## config.mk

```make
export PLATFORM = sky130hd
export DESIGN_NAME = writeback_arbiter
export DESIGN_NICKNAME = d
export VERILOG_FILES = /design/src/rtl/writeback_arbiter.sv
export SDC_FILE = /design/constraint.sdc
export NUM_CORES = 1
export LEC_CHECK = 0
export BUFFER_PORTS_ARGS = -buffer_cell sky130_fd_sc_hd__buf_2
export CAP_MARGIN = 20
export CORE_MARGIN = 4
export CORE_UTILIZATION = 47
export DETAILED_ROUTE_END_ITERATION = 8
export PLACE_DENSITY_LB_ADDON = 0.15
export SLEW_MARGIN = 5
export SYNTH_ARGS = -nofsm -noshare
export SYNTH_HDL_FRONTEND = slang
export SYNTH_SLANG_ARGS = --single-unit
export TNS_END_PERCENT = 100
```

## constraint.sdc

```tcl
create_clock -name clk -period 6 [get_ports clk]
set_input_delay 0.9 -clock clk [delete_from_list [all_inputs] [get_ports clk]]
set_output_delay 0.9 -clock clk [all_outputs]
set_load 0.01 [all_outputs]
```

## src/rtl/writeback_arbiter.sv

```systemverilog
// rtl/writeback_arbiter.sv - round-robin write-back of ALU/LSU results with one skid entry per source
// Redirecting ALU entries win arbitration and flush younger work held in or offered to the stage.
module writeback_arbiter #(
    parameter int XLEN   = 32,
    parameter int REG_AW = 5
) (
    input  logic              clk,
    input  logic              rst,
    input  logic              alu_valid,
    input  logic [XLEN-1:0]   alu_result,
    input  logic [REG_AW-1:0] alu_rd,
    input  logic [XLEN-1:0]   alu_target,
    input  logic              alu_target_valid,
    output logic              alu_ok,
    input  logic              lsu_valid,
    input  logic [XLEN-1:0]   lsu_result,
    input  logic [REG_AW-1:0] lsu_rd,
    output logic              lsu_ok,
    output logic              rf_we,
    output logic [REG_AW-1:0] rf_waddr,
    output logic [XLEN-1:0]   rf_wdata,
    output logic              rd_release_valid,
    output logic [REG_AW-1:0] rd_release,
    output logic [XLEN-1:0]   pc_target,
    output logic              pc_target_valid,
    output logic              flush_o
);

    logic              alu_full_q, alu_full_d;
    logic              alu_wr_q, alu_wr_d;
    logic              alu_redir_q, alu_redir_d;
    logic [XLEN-1:0]   alu_res_q, alu_res_d;
    logic [REG_AW-1:0] alu_rd_q, alu_rd_d;
    logic [XLEN-1:0]   alu_tgt_q, alu_tgt_d;
    logic              lsu_full_q, lsu_full_d;
    logic [XLEN-1:0]   lsu_res_q, lsu_res_d;
    logic [REG_AW-1:0] lsu_rd_q, lsu_rd_d;
    logic              rr_lsu_q, rr_lsu_d;

    logic              rf_we_q, rf_we_d;
    logic [REG_AW-1:0] rf_waddr_q, rf_waddr_d;
    logic [XLEN-1:0]   rf_wdata_q, rf_wdata_d;
    logic              rel_valid_q, rel_valid_d;
    logic [REG_AW-1:0] rel_q, rel_d;
    logic [XLEN-1:0]   pc_target_q, pc_target_d;
    logic              pc_target_valid_q, pc_target_valid_d;
    logic              flush_q, flush_d;

    logic grant_alu, grant_lsu, redirect, alu_acc, lsu_acc;

    // A full entry that wins this cycle drains on the same edge, so ok depends only on stored state.
    always_comb begin
        grant_alu = alu_full_q && (!lsu_full_q || alu_redir_q || !rr_lsu_q);
        grant_lsu = lsu_full_q && !grant_alu;
        alu_ok    = !alu_full_q || grant_alu;
        lsu_ok    = !lsu_full_q || grant_lsu;
        redirect  = grant_alu && alu_redir_q;
        alu_acc   = (alu_valid || alu_target_valid) && alu_ok && !flush_q && !redirect;
        lsu_acc   = lsu_valid && lsu_ok && !flush_q && !redirect;
    end

    always_comb begin
        alu_full_d        = alu_full_q;
        alu_wr_d          = alu_wr_q;
        alu_redir_d       = alu_redir_q;
        alu_res_d         = alu_res_q;
        alu_rd_d          = alu_rd_q;
        alu_tgt_d         = alu_tgt_q;
        lsu_full_d        = lsu_full_q;
        lsu_res_d         = lsu_res_q;
        lsu_rd_d          = lsu_rd_q;
        rr_lsu_d          = rr_lsu_q;
        rf_we_d           = 1'b0;
        rf_waddr_d        = rf_waddr_q;
        rf_wdata_d        = rf_wdata_q;
        rel_valid_d       = 1'b0;
        rel_d             = rel_q;
        pc_target_d       = pc_target_q;
        pc_target_valid_d = 1'b0;
        flush_d           = 1'b0;

        if (alu_full_q && lsu_full_q && !alu_redir_q) begin
            rr_lsu_d = !rr_lsu_q;
        end

        if (grant_alu) begin
            alu_full_d = 1'b0;
            if (alu_wr_q) begin
                rel_valid_d = 1'b1;
                rel_d       = alu_rd_q;
                rf_we_d     = (alu_rd_q != '0);
                rf_waddr_d  = alu_rd_q;
                rf_wdata_d  = alu_res_q;
            end
            if (alu_redir_q) begin
                pc_target_d       = alu_tgt_q;
                pc_target_valid_d = 1'b1;
                flush_d           = 1'b1;
                lsu_full_d        = 1'b0;
            end
        end else if (grant_lsu) begin
            lsu_full_d  = 1'b0;
            rel_valid_d = 1'b1;
            rel_d       = lsu_rd_q;
            rf_we_d     = (lsu_rd_q != '0);
            rf_waddr_d  = lsu_rd_q;
            rf_wdata_d  = lsu_res_q;
        end

        if (alu_acc) begin
            alu_full_d  = 1'b1;
            alu_wr_d    = alu_valid;
            alu_redir_d = alu_target_valid;
            alu_res_d   = alu_result;
            alu_rd_d    = alu_rd;
            alu_tgt_d   = alu_target;
        end
        if (lsu_acc) begin
            lsu_full_d = 1'b1;
            lsu_res_d  = lsu_result;
            lsu_rd_d   = lsu_rd;
        end
    end

    always_ff @(posedge clk or posedge rst) begin
        if (rst) begin
            alu_full_q        <= 1'b0;
            alu_wr_q          <= 1'b0;
            alu_redir_q       <= 1'b0;
            alu_res_q         <= '0;
            alu_rd_q          <= '0;
            alu_tgt_q         <= '0;
            lsu_full_q        <= 1'b0;
            lsu_res_q         <= '0;
            lsu_rd_q          <= '0;
            rr_lsu_q          <= 1'b0;
            rf_we_q           <= 1'b0;
            rf_waddr_q        <= '0;
            rf_wdata_q        <= '0;
            rel_valid_q       <= 1'b0;
            rel_q             <= '0;
            pc_target_q       <= '0;
            pc_target_valid_q <= 1'b0;
            flush_q           <= 1'b0;
        end else begin
            alu_full_q        <= alu_full_d;
            alu_wr_q          <= alu_wr_d;
            alu_redir_q       <= alu_redir_d;
            alu_res_q         <= alu_res_d;
            alu_rd_q          <= alu_rd_d;
            alu_tgt_q         <= alu_tgt_d;
            lsu_full_q        <= lsu_full_d;
            lsu_res_q         <= lsu_res_d;
            lsu_rd_q          <= lsu_rd_d;
            rr_lsu_q          <= rr_lsu_d;
            rf_we_q           <= rf_we_d;
            rf_waddr_q        <= rf_waddr_d;
            rf_wdata_q        <= rf_wdata_d;
            rel_valid_q       <= rel_valid_d;
            rel_q             <= rel_d;
            pc_target_q       <= pc_target_d;
            pc_target_valid_q <= pc_target_valid_d;
            flush_q           <= flush_d;
        end
    end

    assign rf_we            = rf_we_q;
    assign rf_waddr         = rf_waddr_q;
    assign rf_wdata         = rf_wdata_q;
    assign rd_release_valid = rel_valid_q;
    assign rd_release       = rel_q;
    assign pc_target        = pc_target_q;
    assign pc_target_valid  = pc_target_valid_q;
    assign flush_o          = flush_q;

endmodule

```

==> impl_metrics.yaml, run 1 <==
status:
  status: "finished, final reports clean"
sta:
  finalCritPeriodShare: 0.532
  tns_ns: 0
  max_freq_ghz: 0.313
  slew_viol_final: 0
  grt_setup_unrepaired: "no"
  relSlewSlack: 0.504
  setup_viol: 0
  worst_pin_slew_ns: 0.744
  skew_ns: 0.00893
  fin_crit_ns: 3.19
  hold_violations: 0
yosys:
  synth_top_area_cell: "dfrtp_1"
  synth_seq_cells: 183
  synthTopCellsByArea: "dfrtp_1, mux2_1, mux2_2, nand2_1, a31oi_1"
  synthDistinctLibCells: 27
  synth_area_sq_mm: 0.00723
  syn_avg_cell_area_sq_um: 13.5
  synth_edf_count: 0
  synthFlopType: "dfrtp_1"
  synth_top_cell_area_share: 0.633
  syn_nets: 648
  synth_most_common_cell: "dfrtp_1"
  ys_seq_area_frac: 0.633
  syn_inst: 537
  synth_common_cells: "dfrtp_1, mux2_1, nand2_1"
  async_reset_ff_frac: 1.00
  yosys_warnings: 0
route:
  via_per_inst: 5.09
  dr.pass1.iters: 7
  dr.first_iter.drc_count: 146
  avgRoutedWirePerCell_microns: 17.0
  ant_nets: 0
  drc: 0
  vias: 4669
  routed_wl_microns: 15600
hold_path:
  min_to: "alu_tgt_q[19]$_DFFE_PP0P_"
  hold_start: "alu_tgt_q[19]$_DFFE_PP0P_"
  worstHoldPathCells: 1
  hold_class: "flop to flop"
power:
  p_clk_frac: 0.209
  p_leak_uw: 0.00411
  combPwrFrac: 0.366
  netSwitchingFraction: 0.347
  p_seq_frac: 0.425
  switchingPower_uw: 1830
  p_int_uw: 3440
  ir_worst_vdd_v: 0.000353
  power_density_mw_per_mm2: 598
worst_setup_path:
  end_kind: "flop"
  worstReg2RegStart: "alu_full_q$_DFFE_PP0P_"
  worstPathArrival_ns: 3.50
  path_class: "flop to flop"
  r2r_end: "alu_tgt_q[27]$_DFFE_PP0P_"
  ff2ff_setup_slack_ns: 2.81
  cp-start-kind: "flop"
  worstPathRequired_ns: 6.31
  worstPathMaxFanout: 49
  r2r_cells: 6
clock_network:
  clk_latency_ns: 0.43
  holdBufCountCts: 0
  cts_tree: "built"
  clockRootBuffer: "clkbuf_16"
  path_clk_slew_ns: 0.06
  htreeDepth: 4
  cts_sinks: 183
  cts_made_buffers: 17
  cts_setup_buffers: 0
  cts_resized: 0
  clockBufferDepth: 2
grt:
  grt_max_degree: 84
  grt_pass1_vias: 4972
  overflow: 0
  antenna_found_initial: 4
  grt_use_total: 0.189
  grt_first_pass_wirelength_microns: 25700
final_layout:
  synthToLayoutAreaGrowth_pct: 21.9
  multi_input_area_sq_mm: 0.00239
  nFillCells: 1262
  stdcell_count: 918
  fin_util: 0.582
  layout-drive-gt1-share: 0.390
  seq_area_sq_mm: 0.00458
  final_nets: 826
placed_design:
  io_buffer_count: 190
  dpl.cell_count: 884
  place.gp.congestion: 0.775
  dp.final_hpwl_microns: 10600
die:
  die_y_microns: 132
  core_area_sq_mm: 0.0151
  initial_core_util: 0.477
  num_io_pins: 191
  dieArea_sq_mm: 0.0174
  die_x_microns: 132
  std_cell_rows: 45
job:
  maxCapViolations: 0
==> routing by layer <==
layer | wire length, microns | track usage | up-vias
met4 | 187 | 0.0683 | 4
li1 | - | - | 2212
met5 | 32 | 0 | -
met1 | 6640 | 0.236 | 2308
met2 | 7640 | 0.301 | 127
met3 | 1140 | 0.0725 | 18
==> worst max-delay path by stage <==
stage | start | cells past startpoint | slack (ns) | endpoint
after floorplan | rst | 1 | 0.13 | alu_full_q$_DFFE_PP0P_
after global placement | alu_target_valid | 6 | 2.78 | alu_tgt_q[22]$_DFFE_PP0P_
after detailed placement | alu_target_valid | 6 | 2.70 | alu_tgt_q[27]$_DFFE_PP0P_
after CTS | alu_full_q$_DFFE_PP0P_ | 6 | 2.74 | alu_tgt_q[27]$_DFFE_PP0P_
after global routing | alu_full_q$_DFFE_PP0P_ | 6 | 2.57 | alu_tgt_q[27]$_DFFE_PP0P_
final | alu_full_q$_DFFE_PP0P_ | 6 | 2.81 | alu_tgt_q[27]$_DFFE_PP0P_
==> power by group through the flow <==
stage	logic (uW)	registers, uW	clock network, uW
final	1930	2240	1100
after global placement	1910	2230	0
after global routing	2160	2330	1190
after detailed placement	1970	2260	0
after CTS	1970	2250	1130
after floorplan	1390	2290	0
==> layout make-up <==
type / instances / share of cell area
Antenna cell: 2 / 0.000568
Multi-Input combinational cell: 314 / 0.271
Timing Repair Buffer: 197 / 0.114
Clock buffer: 20 / 0.0529
Clock inverter: 12 / 0.0142
Inverter: 2 / 0.00142
Tap cell: 188 / 0.0267
Sequential cell: 183 / 0.519
==> sequential cells by signal (all words and copies together), names as in the netlist, 5 cells and up <==
register	flops
pc_target	32
lsu_res_q	32
alu_rd_q	5
alu_tgt_q	32
rf_wdata	32
rd_release	5
lsu_rd_q	5
alu_res_q	32
==> layout by cell type, fill, tap and decap left out, drive strengths merged, types with 2 or more instances in the layout <==
cell,n
clkbuf,20
a31oi,37
clkinv,6
clkinvlp,3
nor2b,3
nand2,81
bufinv,2
diode,2
or4,2
mux2,139
nor2,38
o21ai,4
nand3b,3
inv,3
buf,197
dfrtp,183
==> stage by stage <==
stage	setup WS (ns)	cell area, sq um	power (uW)	hold WS (ns)
global placement	2.78	8220	4150	0.463
floorplan	0.128	7230	3670	0.452
global route	2.57	8820	5680	0.499
CTS	2.74	8810	5350	0.487
finish	2.81	8820	5270	0.484
detailed placement	2.70	8220	4240	0.472
==> critical path, cell delays in order, from the launching register on <==
cell	delay, ns
dfrtp_1	0.48
nand2_4	0.41
inv_2	0.09
or3_1	0.42
nor2b_4	0.55
buf_4	0.70
mux2_1	0.39
==> cell families (layout without fill, tap and decap cells) <==
family                 after synthesis  in the layout  share of synthesized area
flip-flops                         183            183                      0.633
other                                0              2                          0
AND/OR/NAND/NOR                    130            130                     0.0734
buffers and inverters               40            231                     0.0375
multiplexers                       140            140                      0.218
XOR/XNOR                             1              1                    0.00121
AO/OA/AOI/OAI                       43             43                     0.0369
Note: power is estimated with default switching activity, not from simulation.
==> run 2, diff against run 1 <==
Settings changed: ABC_AREA set to 1, CORE_UTILIZATION 47 to 48.
Clock period 6 ns to 2.73 ns, I/O delays scaled along.
==> impl_metrics.yaml, run 2 <==
power:
  p_int_uw: 7180
  combPwrFrac: 0.410
  netSwitchingFraction: 0.422
  switchingPower_uw: 5230
  power_density_mw_per_mm2: 1300
  ir_worst_vdd_v: 0.000722
  p_clk_frac: 0.205
  p_seq_frac: 0.385
  p_leak_uw: 0.00545
die:
  dieArea_sq_mm: 0.0182
  core_area_sq_mm: 0.0158
  num_io_pins: 191
  die_y_microns: 135
  initial_core_util: 0.489
  std_cell_rows: 46
  die_x_microns: 135
clock_network:
  clockRootBuffer: "clkbuf_16"
  holdBufCountCts: 0
  cts_tree: "built"
  cts_setup_buffers: 0
  path_clk_slew_ns: 0.07
  cts_resized: 0
  htreeDepth: 4
  clockBufferDepth: 2
  clk_latency_ns: 0.43
  cts_made_buffers: 17
  cts_sinks: 183
worst_setup_path:
  cp_top_family: "buffers and inverters"
  max_stage_delay_ns: 0.43
  path_cells: "inv_1 > nand3_2 > buf_4 > nand2_1 > buf_4 > inv_1 > nand2_1 > buf_2"
  crit_slowest_cell: "dfrtp_1"
  worst-path-buf-inv: 5
  worstPathRequired_ns: 2.32
  worstPathArrival_ns: 2.01
  path_class: "flop to output pin"
  worstPathMaxFanout: 24
  end_kind: "output pin"
  cp-start-kind: "flop"
yosys:
  yosys_warnings: 0
  synth-simple-area-share: 0.359
  synthDistinctLibCells: 16
  synth_top_area_cell: "dfrtp_1"
  synth_most_common_cell: "nand2_1"
  synth_mux_area_frac: 0
  synth_adder_area_share: 0
  async_reset_ff_frac: 1.00
  syn_inst: 932
  synth_top_cell_area_share: 0.592
  synth_top_family_by_area: "simple AND/OR/NAND/NOR gates"
  synth_edf_count: 0
  syn_nets: 1043
  synthFlopType: "dfrtp_1"
  synth-compound-area-share: 0.000971
  synthXorXnorAreaFrac: 0
  ys_seq_area_frac: 0.592
  syn_avg_cell_area_sq_um: 8.30
  synthTopCellsByArea: "dfrtp_1, nand2_1, nand3_1, buf_2, buf_4"
  synth_common_cells: "nand2_1, nand3_1, dfrtp_1"
  synth_seq_cells: 183
  synth_area_sq_mm: 0.00773
grt:
  grt_first_pass_wirelength_microns: 33000
  grt_pass1_vias: 6500
  grt_use_total: 0.229
  antenna_found_initial: 2
  grt_max_degree: 47
  overflow: 0
route:
  vias: 6593
  avgRoutedWirePerCell_microns: 15.3
  routed_wl_microns: 20300
  drc: 0
  ant_nets: 0
  dr.pass1.iters: 4
  dr.first_iter.drc_count: 370
  via_per_inst: 4.96
final_layout:
  synthToLayoutAreaGrowth_pct: 23.1
  layout-drive-gt1-share: 0.233
  fin_area_sq_mm: 0.00952
  nFillCells: 1429
  stdcell_count: 1328
  final_common_cell: "nand2_1"
  layout_common_cells: "nand2_1, buf_2, nand3_1, dfrtp_1, buf_4"
  final_nets: 1209
sta:
  grt_setup_unrepaired: "no"
  slew_viol_final: 0
  hold_violations: 0
  max_freq_ghz: 0.414
  worst_pin_slew_ns: 0.792
  relSlewSlack: 0.471
  skew_ns: 0.00773
  finalCritPeriodShare: 0.885
  setup_viol: 0
  fin_crit_ns: 2.42
placed_design:
  place.gp.congestion: 0.823
  io_buffer_count: 190
  place_area_sq_mm: 0.00890
  dpl.cell_count: 1295
  dp.final_hpwl_microns: 13600
hold_path:
  hold_class: "primary input to async pin"
status:
  status: "finished, final reports clean"
job:
  maxCapViolations: 0
run 2: final cells by class:
class	instances	area, sq um	share of cell area
Sequential cell	183	4580	0.481
Timing Repair Buffer	218	1220	0.129
Tap cell	216	270	0.0284
Inverter	6	26.3	0.00276
Antenna cell	1	2.50	0.000263
Multi-Input combinational cell	672	2800	0.294
Clock buffer	17	425	0.0447
Clock inverter	15	185	0.0195
run 2: final timing paths:
path	slack, ns	endpoint	from	depth (start not counted)
min in group clk	0.20	alu_tgt_q[11]$_DFFE_PP0P_	alu_target[11]	3
setup reg to reg	0.69	alu_res_q[18]$_DFFE_PP0P_	alu_redir_q$_DFFE_PP0P_	8
hold reg to reg	0.46	pc_target[16]$_DFFE_PP0P_	alu_tgt_q[16]$_DFFE_PP0P_	2
max in group asynchronous	1.95	flush_o$_DFF_PP0_	rst	3
hold / removal	0.12	pc_target[5]$_DFFE_PP0P_	rst	2
setup / recovery	0.31	lsu_ok	alu_redir_q$_DFFE_PP0P_	8
run 2: layer usage:
layer | track usage | up-vias | routed length [microns]
met5 | 0 | - | 20
met4 | 0.0690 | 4 | 229
met3 | 0.0611 | 23 | 1480
met2 | 0.353 | 198 | 9260
met1 | 0.321 | 3078 | 9330
li1 | - | 3290 | -
run 2: power groups by stage:
stage                     combinational [uW]  sequential [uW]  clock (uW)
after floorplan                         3460             4850           0
after global placement                  5030             4810           0
after detailed placement                5160             4810           0
after CTS                               5170             4780        2590
after global routing                    5840             4940        2720
final                                   5080             4780        2550
run 2: cell families after synthesis:
group	count (synthesis)
simple gates	671
flops	183
buf+inv	77
compound gates	1
run 2: per-stage QoR:
| stage | setup slack [ns] | utilization | setup TNS [ns] | total power [uW] | hold WS, ns |
|---|---|---|---|---|---|
| final | 0.314 | 0.601 | 0 | 12400 | 0.119 |
| after global placement | 0.783 | 0.562 | 0 | 9840 | 0.448 |
| after floorplan | -0.0300 | - | -5.50 | 8310 | 0.442 |
| after CTS | 0.285 | 0.601 | 0 | 12500 | 0.127 |
| after detailed placement | 0.731 | 0.562 | 0 | 9970 | 0.454 |
| after global routing | 0.174 | 0.601 | 0 | 13500 | 0.151 |
